$ cat config.mk
export PLATFORM = sky130hd
export DESIGN_NAME = rib_i2c_master
export DESIGN_NICKNAME = d
export VERILOG_FILES = /design/src/rtl/rib_i2c_master.sv
export SDC_FILE = /design/constraint.sdc
export NUM_CORES = 1
export LEC_CHECK = 0
export CAP_MARGIN = 20
export CELL_PAD_IN_SITES_DETAIL_PLACEMENT = 1
export CELL_PAD_IN_SITES_GLOBAL_PLACEMENT = 1
export CORE_ASPECT_RATIO = 0.9
export CORE_MARGIN = 10
export CORE_UTILIZATION = 40
export DETAILED_ROUTE_END_ITERATION = 6
export GPL_ROUTABILITY_DRIVEN = 0
export HOLD_SLACK_MARGIN = 0.08
export MAX_ROUTING_LAYER = met4
export PLACE_DENSITY = 0.93
export SLEW_MARGIN = 20
export SYNTH_ARGS = -nofsm -noshare
export SYNTH_HDL_FRONTEND = slang
export SYNTH_SLANG_ARGS = --single-unit
$ cat constraint.sdc
create_clock -name clk -period 7.59 [get_ports clk]
set_clock_uncertainty 0.1 [all_clocks]
set_input_delay 1.518 -clock clk [delete_from_list [all_inputs] [get_ports clk]]
set_output_delay 1.518 -clock clk [all_outputs]
set_load 0.01 [all_outputs]
$ cat src/rtl/rib_i2c_master.sv
// rib_i2c_master: single-byte I2C master mapped on rib slave 7.
// The CPU programs DEV, TXDATA and CLKDIV, then writes CTRL.start. The block
// runs START, address+R/W, ACK, one data byte, ACK/NACK and STOP on open-drain
// SCL/SDA enables, and raises a level interrupt (CTRL.ie & STATUS.done).
module rib_i2c_master #(
  parameter logic [15:0] CLKDIV_RST = 16'd249
) (
  input  logic        clk,
  input  logic        rst,
  input  logic        we_i,
  input  logic [31:0] addr_i,
  input  logic [31:0] data_i,
  output logic [31:0] data_o,
  output logic        scl_oe_o,
  output logic        sda_oe_o,
  input  logic        sda_i,
  output logic        int_sig_o
);

  localparam logic [7:0] OFF_CTRL   = 8'h00;
  localparam logic [7:0] OFF_STATUS = 8'h04;
  localparam logic [7:0] OFF_DEV    = 8'h08;
  localparam logic [7:0] OFF_TXDATA = 8'h0C;
  localparam logic [7:0] OFF_RXDATA = 8'h10;
  localparam logic [7:0] OFF_CLKDIV = 8'h14;

  typedef enum logic [2:0] {
    ST_IDLE     = 3'd0,
    ST_START    = 3'd1,
    ST_ADDR     = 3'd2,
    ST_ADDR_ACK = 3'd3,
    ST_DATA     = 3'd4,
    ST_DATA_ACK = 3'd5,
    ST_STOP     = 3'd6
  } state_t;

  // Line pattern for a given phase: returns {scl_oe, sda_oe} (1 = pull low).
  // Bit cells hold SCL low in q0/q3 and release it in q1/q2, so SDA only
  // changes while SCL is low; START and STOP move SDA while SCL is high.
  function automatic logic [1:0] line_ctl(input state_t st, input logic [1:0] q,
                                          input logic tx_bit, input logic rd);
    logic scl_low;
    scl_low = (q == 2'd0) || (q == 2'd3);
    case (st)
      ST_IDLE: line_ctl = 2'b00;
      ST_START: begin
        case (q)
          2'd0:    line_ctl = 2'b00;
          2'd1:    line_ctl = 2'b01;
          2'd2:    line_ctl = 2'b01;
          default: line_ctl = 2'b11;
        endcase
      end
      ST_ADDR:     line_ctl = {scl_low, ~tx_bit};
      ST_DATA:     line_ctl = {scl_low, (rd ? 1'b0 : ~tx_bit)};
      ST_ADDR_ACK: line_ctl = {scl_low, 1'b0};
      ST_DATA_ACK: line_ctl = {scl_low, 1'b0};
      ST_STOP: begin
        case (q)
          2'd0:    line_ctl = 2'b11;
          2'd1:    line_ctl = 2'b01;
          default: line_ctl = 2'b00;
        endcase
      end
      default: line_ctl = 2'b00;
    endcase
  endfunction

  // Architectural registers
  logic        r_ie;
  logic        r_rw;
  logic        r_busy;
  logic        r_done;
  logic        r_nack;
  logic [6:0]  r_dev;
  logic [7:0]  r_txdata;
  logic [7:0]  r_rxdata;
  logic [15:0] r_clkdiv;

  // Engine registers
  state_t      r_state;
  logic [15:0] r_cnt;
  logic [1:0]  r_q;
  logic [2:0]  r_bit;
  logic [7:0]  r_shift;
  logic        r_scl_oe;
  logic        r_sda_oe;
  logic        r_int;

  // Next-state values
  state_t      w_state_nx;
  logic [15:0] w_cnt_nx;
  logic [1:0]  w_q_nx;
  logic [2:0]  w_bit_nx;
  logic [7:0]  w_shift_nx;
  logic        w_done_nx;
  logic        w_nack_nx;
  logic [7:0]  w_rx_nx;
  logic        w_ie_nx;
  logic [1:0]  w_lines_nx;

  // Decoded bus events and timer ticks
  logic        w_cfg_ok;
  logic        w_wr_ctrl;
  logic        w_start;
  logic        w_clr_done;
  logic        w_tick;
  logic        w_q1_end;
  logic        w_q3_end;
  logic        w_unused;

  assign w_cfg_ok   = we_i && !r_busy;
  assign w_wr_ctrl  = w_cfg_ok && (addr_i[7:0] == OFF_CTRL);
  assign w_start    = w_wr_ctrl && data_i[0];
  assign w_clr_done = we_i && (addr_i[7:0] == OFF_STATUS) && data_i[1];
  assign w_tick     = (r_state != ST_IDLE) && (r_cnt == r_clkdiv);
  assign w_q1_end   = w_tick && (r_q == 2'd1);
  assign w_q3_end   = w_tick && (r_q == 2'd3);
  assign w_ie_nx    = w_wr_ctrl ? data_i[2] : r_ie;
  assign w_unused   = ^{addr_i[31:8], data_i[31:16]};

  // Next-state logic: phase timer, bit sequencing, shift path and status flags
  always_comb begin
    w_state_nx = r_state;
    w_cnt_nx   = r_cnt;
    w_q_nx     = r_q;
    w_bit_nx   = r_bit;
    w_shift_nx = r_shift;
    w_done_nx  = r_done;
    w_nack_nx  = r_nack;
    w_rx_nx    = r_rxdata;

    // Quarter-phase timer only runs while a transfer is in flight.
    if (r_state == ST_IDLE) begin
      w_cnt_nx = 16'd0;
      w_q_nx   = 2'd0;
    end else if (w_tick) begin
      w_cnt_nx = 16'd0;
      w_q_nx   = r_q + 2'd1;
    end else begin
      w_cnt_nx = r_cnt + 16'd1;
    end

    // W1C first, so a completing STOP in the same cycle still sets done.
    if (w_clr_done) begin
      w_done_nx = 1'b0;
    end else begin
      w_done_nx = r_done;
    end

    case (r_state)
      ST_IDLE: begin
        if (w_start) begin
          w_state_nx = ST_START;
          w_shift_nx = {r_dev, data_i[1]};
          w_done_nx  = 1'b0;
          w_nack_nx  = 1'b0;
        end else begin
          w_state_nx = ST_IDLE;
        end
      end
      ST_START: begin
        if (w_q3_end) begin
          w_state_nx = ST_ADDR;
          w_bit_nx   = 3'd7;
        end else begin
          w_state_nx = ST_START;
        end
      end
      ST_ADDR: begin
        if (w_q3_end) begin
          w_shift_nx = {r_shift[6:0], 1'b0};
          if (r_bit == 3'd0) begin
            w_state_nx = ST_ADDR_ACK;
          end else begin
            w_bit_nx = r_bit - 3'd1;
          end
        end else begin
          w_state_nx = ST_ADDR;
        end
      end
      ST_ADDR_ACK: begin
        if (w_q1_end && sda_i) begin
          w_nack_nx = 1'b1;
        end else begin
          w_nack_nx = r_nack;
        end
        // An address NACK skips the data byte entirely.
        if (w_q3_end) begin
          if (r_nack) begin
            w_state_nx = ST_STOP;
          end else begin
            w_state_nx = ST_DATA;
            w_bit_nx   = 3'd7;
            w_shift_nx = r_txdata;
          end
        end else begin
          w_state_nx = ST_ADDR_ACK;
        end
      end
      ST_DATA: begin
        // Reads shift in on the tick ending q1 (SCL high); writes shift out at the cell end.
        if (r_rw && w_q1_end) begin
          w_shift_nx = {r_shift[6:0], sda_i};
        end else if (!r_rw && w_q3_end) begin
          w_shift_nx = {r_shift[6:0], 1'b0};
        end else begin
          w_shift_nx = r_shift;
        end
        if (w_q3_end) begin
          if (r_bit == 3'd0) begin
            w_state_nx = ST_DATA_ACK;
          end else begin
            w_bit_nx = r_bit - 3'd1;
          end
        end else begin
          w_state_nx = ST_DATA;
        end
      end
      ST_DATA_ACK: begin
        if (w_q1_end && !r_rw && sda_i) begin
          w_nack_nx = 1'b1;
        end else begin
          w_nack_nx = r_nack;
        end
        if (w_q3_end) begin
          w_state_nx = ST_STOP;
          if (r_rw) begin
            w_rx_nx = r_shift;
          end else begin
            w_rx_nx = r_rxdata;
          end
        end else begin
          w_state_nx = ST_DATA_ACK;
        end
      end
      ST_STOP: begin
        if (w_q3_end) begin
          w_state_nx = ST_IDLE;
          w_done_nx  = 1'b1;
        end else begin
          w_state_nx = ST_STOP;
        end
      end
      default: begin
        w_state_nx = ST_IDLE;
      end
    endcase

    // Outputs are registered from next-state values so the pins line up with the phase.
    w_lines_nx = line_ctl(w_state_nx, w_q_nx, w_shift_nx[7], r_rw);
  end

  // FSM state, timer, shift path, status flags and registered pin/interrupt outputs
  always_ff @(posedge clk) begin
    if (rst) begin
      r_state  <= ST_IDLE;
      r_cnt    <= 16'd0;
      r_q      <= 2'd0;
      r_bit    <= 3'd0;
      r_shift  <= 8'd0;
      r_busy   <= 1'b0;
      r_done   <= 1'b0;
      r_nack   <= 1'b0;
      r_rxdata <= 8'd0;
      r_scl_oe <= 1'b0;
      r_sda_oe <= 1'b0;
      r_int    <= 1'b0;
    end else begin
      r_state  <= w_state_nx;
      r_cnt    <= w_cnt_nx;
      r_q      <= w_q_nx;
      r_bit    <= w_bit_nx;
      r_shift  <= w_shift_nx;
      r_busy   <= (w_state_nx != ST_IDLE);
      r_done   <= w_done_nx;
      r_nack   <= w_nack_nx;
      r_rxdata <= w_rx_nx;
      r_scl_oe <= w_lines_nx[1];
      r_sda_oe <= w_lines_nx[0];
      r_int    <= w_ie_nx & w_done_nx;
    end
  end

  // Configuration registers; frozen while a transfer is in flight
  always_ff @(posedge clk) begin
    if (rst) begin
      r_ie     <= 1'b0;
      r_rw     <= 1'b0;
      r_dev    <= 7'd0;
      r_txdata <= 8'd0;
      r_clkdiv <= CLKDIV_RST;
    end else begin
      if (w_wr_ctrl) begin
        r_ie <= data_i[2];
        r_rw <= data_i[1];
      end
      if (w_cfg_ok && (addr_i[7:0] == OFF_DEV)) begin
        r_dev <= data_i[6:0];
      end
      if (w_cfg_ok && (addr_i[7:0] == OFF_TXDATA)) begin
        r_txdata <= data_i[7:0];
      end
      if (w_cfg_ok && (addr_i[7:0] == OFF_CLKDIV)) begin
        r_clkdiv <= data_i[15:0];
      end
    end
  end

  // Combinational read mux; CTRL.start always reads back as 0
  always_comb begin
    data_o = 32'd0;
    case (addr_i[7:0])
      OFF_CTRL:   data_o = {29'd0, r_ie, r_rw, 1'b0};
      OFF_STATUS: data_o = {29'd0, r_nack, r_done, r_busy};
      OFF_DEV:    data_o = {25'd0, r_dev};
      OFF_TXDATA: data_o = {24'd0, r_txdata};
      OFF_RXDATA: data_o = {24'd0, r_rxdata};
      OFF_CLKDIV: data_o = {16'd0, r_clkdiv};
      default:    data_o = 32'd0;
    endcase
  end

  assign scl_oe_o  = r_scl_oe;
  assign sda_oe_o  = r_sda_oe;
  assign int_sig_o = r_int;

endmodule

After elaboration in Yosys (flattened, before gate mapping):

Index checks and enable logic that the tools add are counted.

* bitwise operators: 2
* equal/unequal tests: 33
* multiplexer cells: 40
* reduce and logical (&&, ||, !) cells: 36
* add/subtract/negate cells: 3

Operators with widths (number)
* case mux 16 bit (6 select lines): 1
* two-way mux 8 bit: 6
* two-way mux 3 bit: 11
* case mux 8 bit (4 select lines): 1
* case mux 3 bit (7 select lines): 1
* == test 3 bit, second input constant: 6
* adder 16 x 1 -> 16 bit, second input constant: 1
* == test 16 bit: 1
* == test 8 x 4 -> 1 bit, second input constant: 2
* == test 8 x 5 -> 1 bit, second input constant: 2
* logical AND 1 bit: 16
* inequality test 2 bit, second input constant: 8
* == test 3 x 2 -> 1 bit, second input constant: 4
* AND reduction 6 bit: 2
* nonzero test 3 bit: 4
* two-way mux 2 bit: 5
* case mux 2 bit (5 select lines): 1
* two-way mux 1 bit: 9
* case mux 3 bit (3 select lines): 1
* == test 8 x 3 -> 1 bit, second input constant: 1
* logical NOT 8 bit: 1
* case mux 2 bit (2 select lines): 2
* == test 2 bit, second input constant: 3
* == test 3 x 1 -> 1 bit, second input constant: 2
* 18 further kinds: 23

* bits of input ports: 68
* flip-flop bits (word level): 79
* logic and storage cells: 132

Logic depth before layout (Yosys ltp):

* depth in word-level cells: 10
* gate-level depth with buffers: 13
* mapped depth without buffers: 12

Worst setup path before layout:

OpenSTA, ideal clock, no wires.

* path type: input to output
* start: in addr_i[0]
* end: out data_o[3]
* stages: 7
* slack: 2790 ps
* data required time: 5972 ps
* data arrival time: 3182 ps
* cell sequence: or4_4 nor3_2 and2_1 buf_2 buf_2 a22oi_1 a21oi_1

* longest elaborated chain between the ends: 2
* elaborated cells on any way between the ends: 7
* classes of those cells: 5 x eq/ne; 1 x mux; 1 x reduce/logical

RTL lines
* from (decl): RTL line 11 `input logic [31:0] addr_i,`
* == test 8 x 5 -> 1 bit (tied with other cells): RTL line 313 `case (addr_i[7:0])`
* case mux 16 bit (6 select lines) *: RTL line 313
* to (decl): RTL line 13 `output logic [31:0] data_o,`

Mark *: on every way between the ends. The rest lies on a longest branch, timed or not.

Worst setup path after layout:

* start: in addr_i[0]
* end: out data_o[6]

Same word-level chain as after synthesis.

==> flow_summary.ini <==
[synth]
ys_ff_latch = 79
yosys-top-cells-area = dfxtp_1 (37%), mux2i_1 (7.4%), nor2_1 (5.9%)
yosys_warnings = 0
syn_area_per_cell_um2 = 8.62
synth_area_leader_cell = dfxtp_1
ys_seq_area_share_pct = 36.6
async_flop_share_pct = 0
synth_area_um2 = 4320
synth.top_cell.area_share_pct = 36.6
ys_types = 67
ys_dominant_reg_cell = dfxtp_1
synth_edf_count = 0
synthCells = 501

[grt]
antenna_found_initial = 0
grt_max_degree = 63
track_usage_pct = 19.6
grt_pass1_vias = 4443
gr-total-overflow = 0
grt_first_pass_wirelength_mm = 23.5

[floorplan]
die_w_um = 130
dieArea_um2 = 15400
rows = 35
die-height_um = 119
start_util_pct = 41.6
design.core.area_um2 = 10400
io_pins = 103

[clocking]
h-tree-depth = 3
cts.sinks = 79
cts_resized = 0
cts.path.max_buffers = 2
path_clk_slew_ns = 0.06
cts_tree = built
cts_buffers = 9
cts_setup_buffers = 0
hold_buffers = 0
clock_latency_ns = 0.34
cts_root_buf = clkbuf_16

[route]
vias_per_cell = 6.04
vias = 4001
antenna_left = 0
drc = 0
routedWlPerCell_um = 22.0
drt_iter0_drc = 334
wl_mm = 14.6
first_pass_iters = 6

[timing]
finalSetupViolCount = 0
tightestPinTransition_ns = 0.927
maxSlewViolCount = 0
period_share_pct = 84.2
fmax_mhz = 157
rsz0062_at_grt = false
fin_crit_ns = 6.39
fin_tns_setup_ns = 0
hold_viol = 0
slew-limit-headroom_pct = 38.0

[worst_setup_path]
worstPathMaxFanout = 21
critPathRequiredTime_ns = 5.97
cp_data_arrival_time_ns = 4.77
endpoint_kind = primary output
crit_chain = clkdlybuf4s50_1 > or4_4 > nor3_2 > and2_1 > a22oi_1 > o21ai_0 > clkdlybuf4s50_1
critPathLaunchType = primary input
cp_common_cell = clkdlybuf4s50_1
cp_slowest_cell = and2_1
critPathKind = primary input to primary output
cpPeakStageDelay_ns = 0.70

[finish]
layout.cells.non_filler = 662
layout.nets = 606
antenna_cells = 0
layout-area-overhead-vs-synth_pct = 17.4
drive_gt1_share_pct = 6.75

[power]
power.density_nw_per_um2 = 184
p_leak_nw = 1.74
power_mw = 0.931
ir_worst_vdd_mv = 0.130

[place]
io_buffers = 46
place_inst = 647
hpwl_mm = 10.3

[run]
cap_violations = 0

[outcome]
status = complete, no violations

[hold_path]
hold_class = flop to flop
## power by group
part	switching [mW]	internal, mW	leakage, nW
clock	0.186	0.289	0.153
combinational	0.0243	0.0164	0.956
sequential	0.000320	0.415	0.636
## registers in the layout, indices dropped and copies added, names as in the netlist, 2 cells and up
signal    count
r_bit         3
r_txdata      8
r_dev         7
r_q           2
r_clkdiv     16
r_shift       8
r_state       3
r_rxdata      8
r_cnt        16
## path summary, 6_finish.rpt
path	start	end	slack, ns	cells past startpoint
worst min-delay path	r_shift[5]$_SDFFE_PP0P_	r_shift[5]$_SDFFE_PP0P_	0.38	2
worst min register to register	r_shift[5]$_SDFFE_PP0P_	r_shift[5]$_SDFFE_PP0P_	0.38	2
worst max-delay path	addr_i[0]	data_o[6]	1.20	7
worst max register to register	r_state[2]$_SDFF_PP0_	sda_oe_o$_SDFF_PP0_	3.72	12
## kinds of logic (layout without fill, tap and decap cells)
kind of cell	after synthesis	after routing	synth area share, %
mux	32	32	7.42
xor+xnor	31	31	6.29
compound gates	92	92	15.8
simple gates	196	196	23.7
other cells	1	16	0.0869
fa+ha+maj	9	9	2.61
buf+inv	61	78	7.48
flops	79	79	36.6
## cell usage in the layout, fill, tap and decap left out, drive strengths merged, types with 10 or more instances in the layout
cell type / netlist / layout
dfxtp: 79 / 79
nor3: 14 / 14
and3: 17 / 17
a21oi: 24 / 24
nor2: 72 / 72
nand3: 21 / 21
nand2: 30 / 30
clkdlybuf4s50: 0 / 45
mux2i: 32 / 32
inv: 13 / 15
conb: 1 / 16
xor2: 22 / 22
a22oi: 10 / 10
o21ai: 12 / 12
## per-layer routing
metal  share of wire (%)  global-route usage [%]
met5                   0                       -
met2                  51                    33.4
met3                 6.0                    4.74
met4                 2.2                    7.16
met1                  40                    21.6
## per-stage QoR
| step | utilization [%] | setup WS (ns) | hold WS [ns] | area (um^2) |
|---|---|---|---|---|
| global route | 48.8 | 1.02 | 0.403 | 5070 |
| floorplan | - | 2.79 | 0.344 | 4370 |
| finish | 48.8 | 1.20 | 0.376 | 5070 |
| global placement | 45.7 | 1.38 | 0.360 | 4740 |
| CTS | 48.8 | 1.19 | 0.375 | 5060 |
| detailed placement | 45.7 | 1.28 | 0.366 | 4740 |
## area by class of cell
cell class / instances / area, um^2
Clock inverter: 6 / 93.8
Inverter: 14 / 52.6
Clock buffer: 9 / 225
Tap cell: 129 / 161
Sequential cell: 79 / 1580
Multi-Input combinational cell: 376 / 2470
Timing Repair Buffer: 49 / 478
Fill cell: 1195 / 5310
## critical path: cells and delay by family
kind,cells,cell delay [ns]
compound gates,2,0.55
simple gates,3,1.66
buf+inv,2,1.02
## cell usage after synthesis, types with 3 or more instances
cell / number
a211o_1: 6
a22o_1: 3
a32oi_1: 3
mux2i_1: 32
a221oi_1: 4
and3_1: 17
nor2b_1: 7
ha_1: 9
xnor2_1: 9
buf_6: 3
xor2_1: 22
o21ai_0: 11
inv_1: 13
a21oi_1: 24
nand4_1: 8
a222oi_1: 7
nor3_1: 12
nand2_1: 29
clkbuf_1: 19
buf_4: 17
o22a_1: 3
a22oi_1: 10
nand2b_1: 4
nor2_1: 68
nand3_1: 21
dfxtp_1: 79
nor4_1: 6
buf_2: 6
No activity file was read; power rests on OpenSTA's default activity.
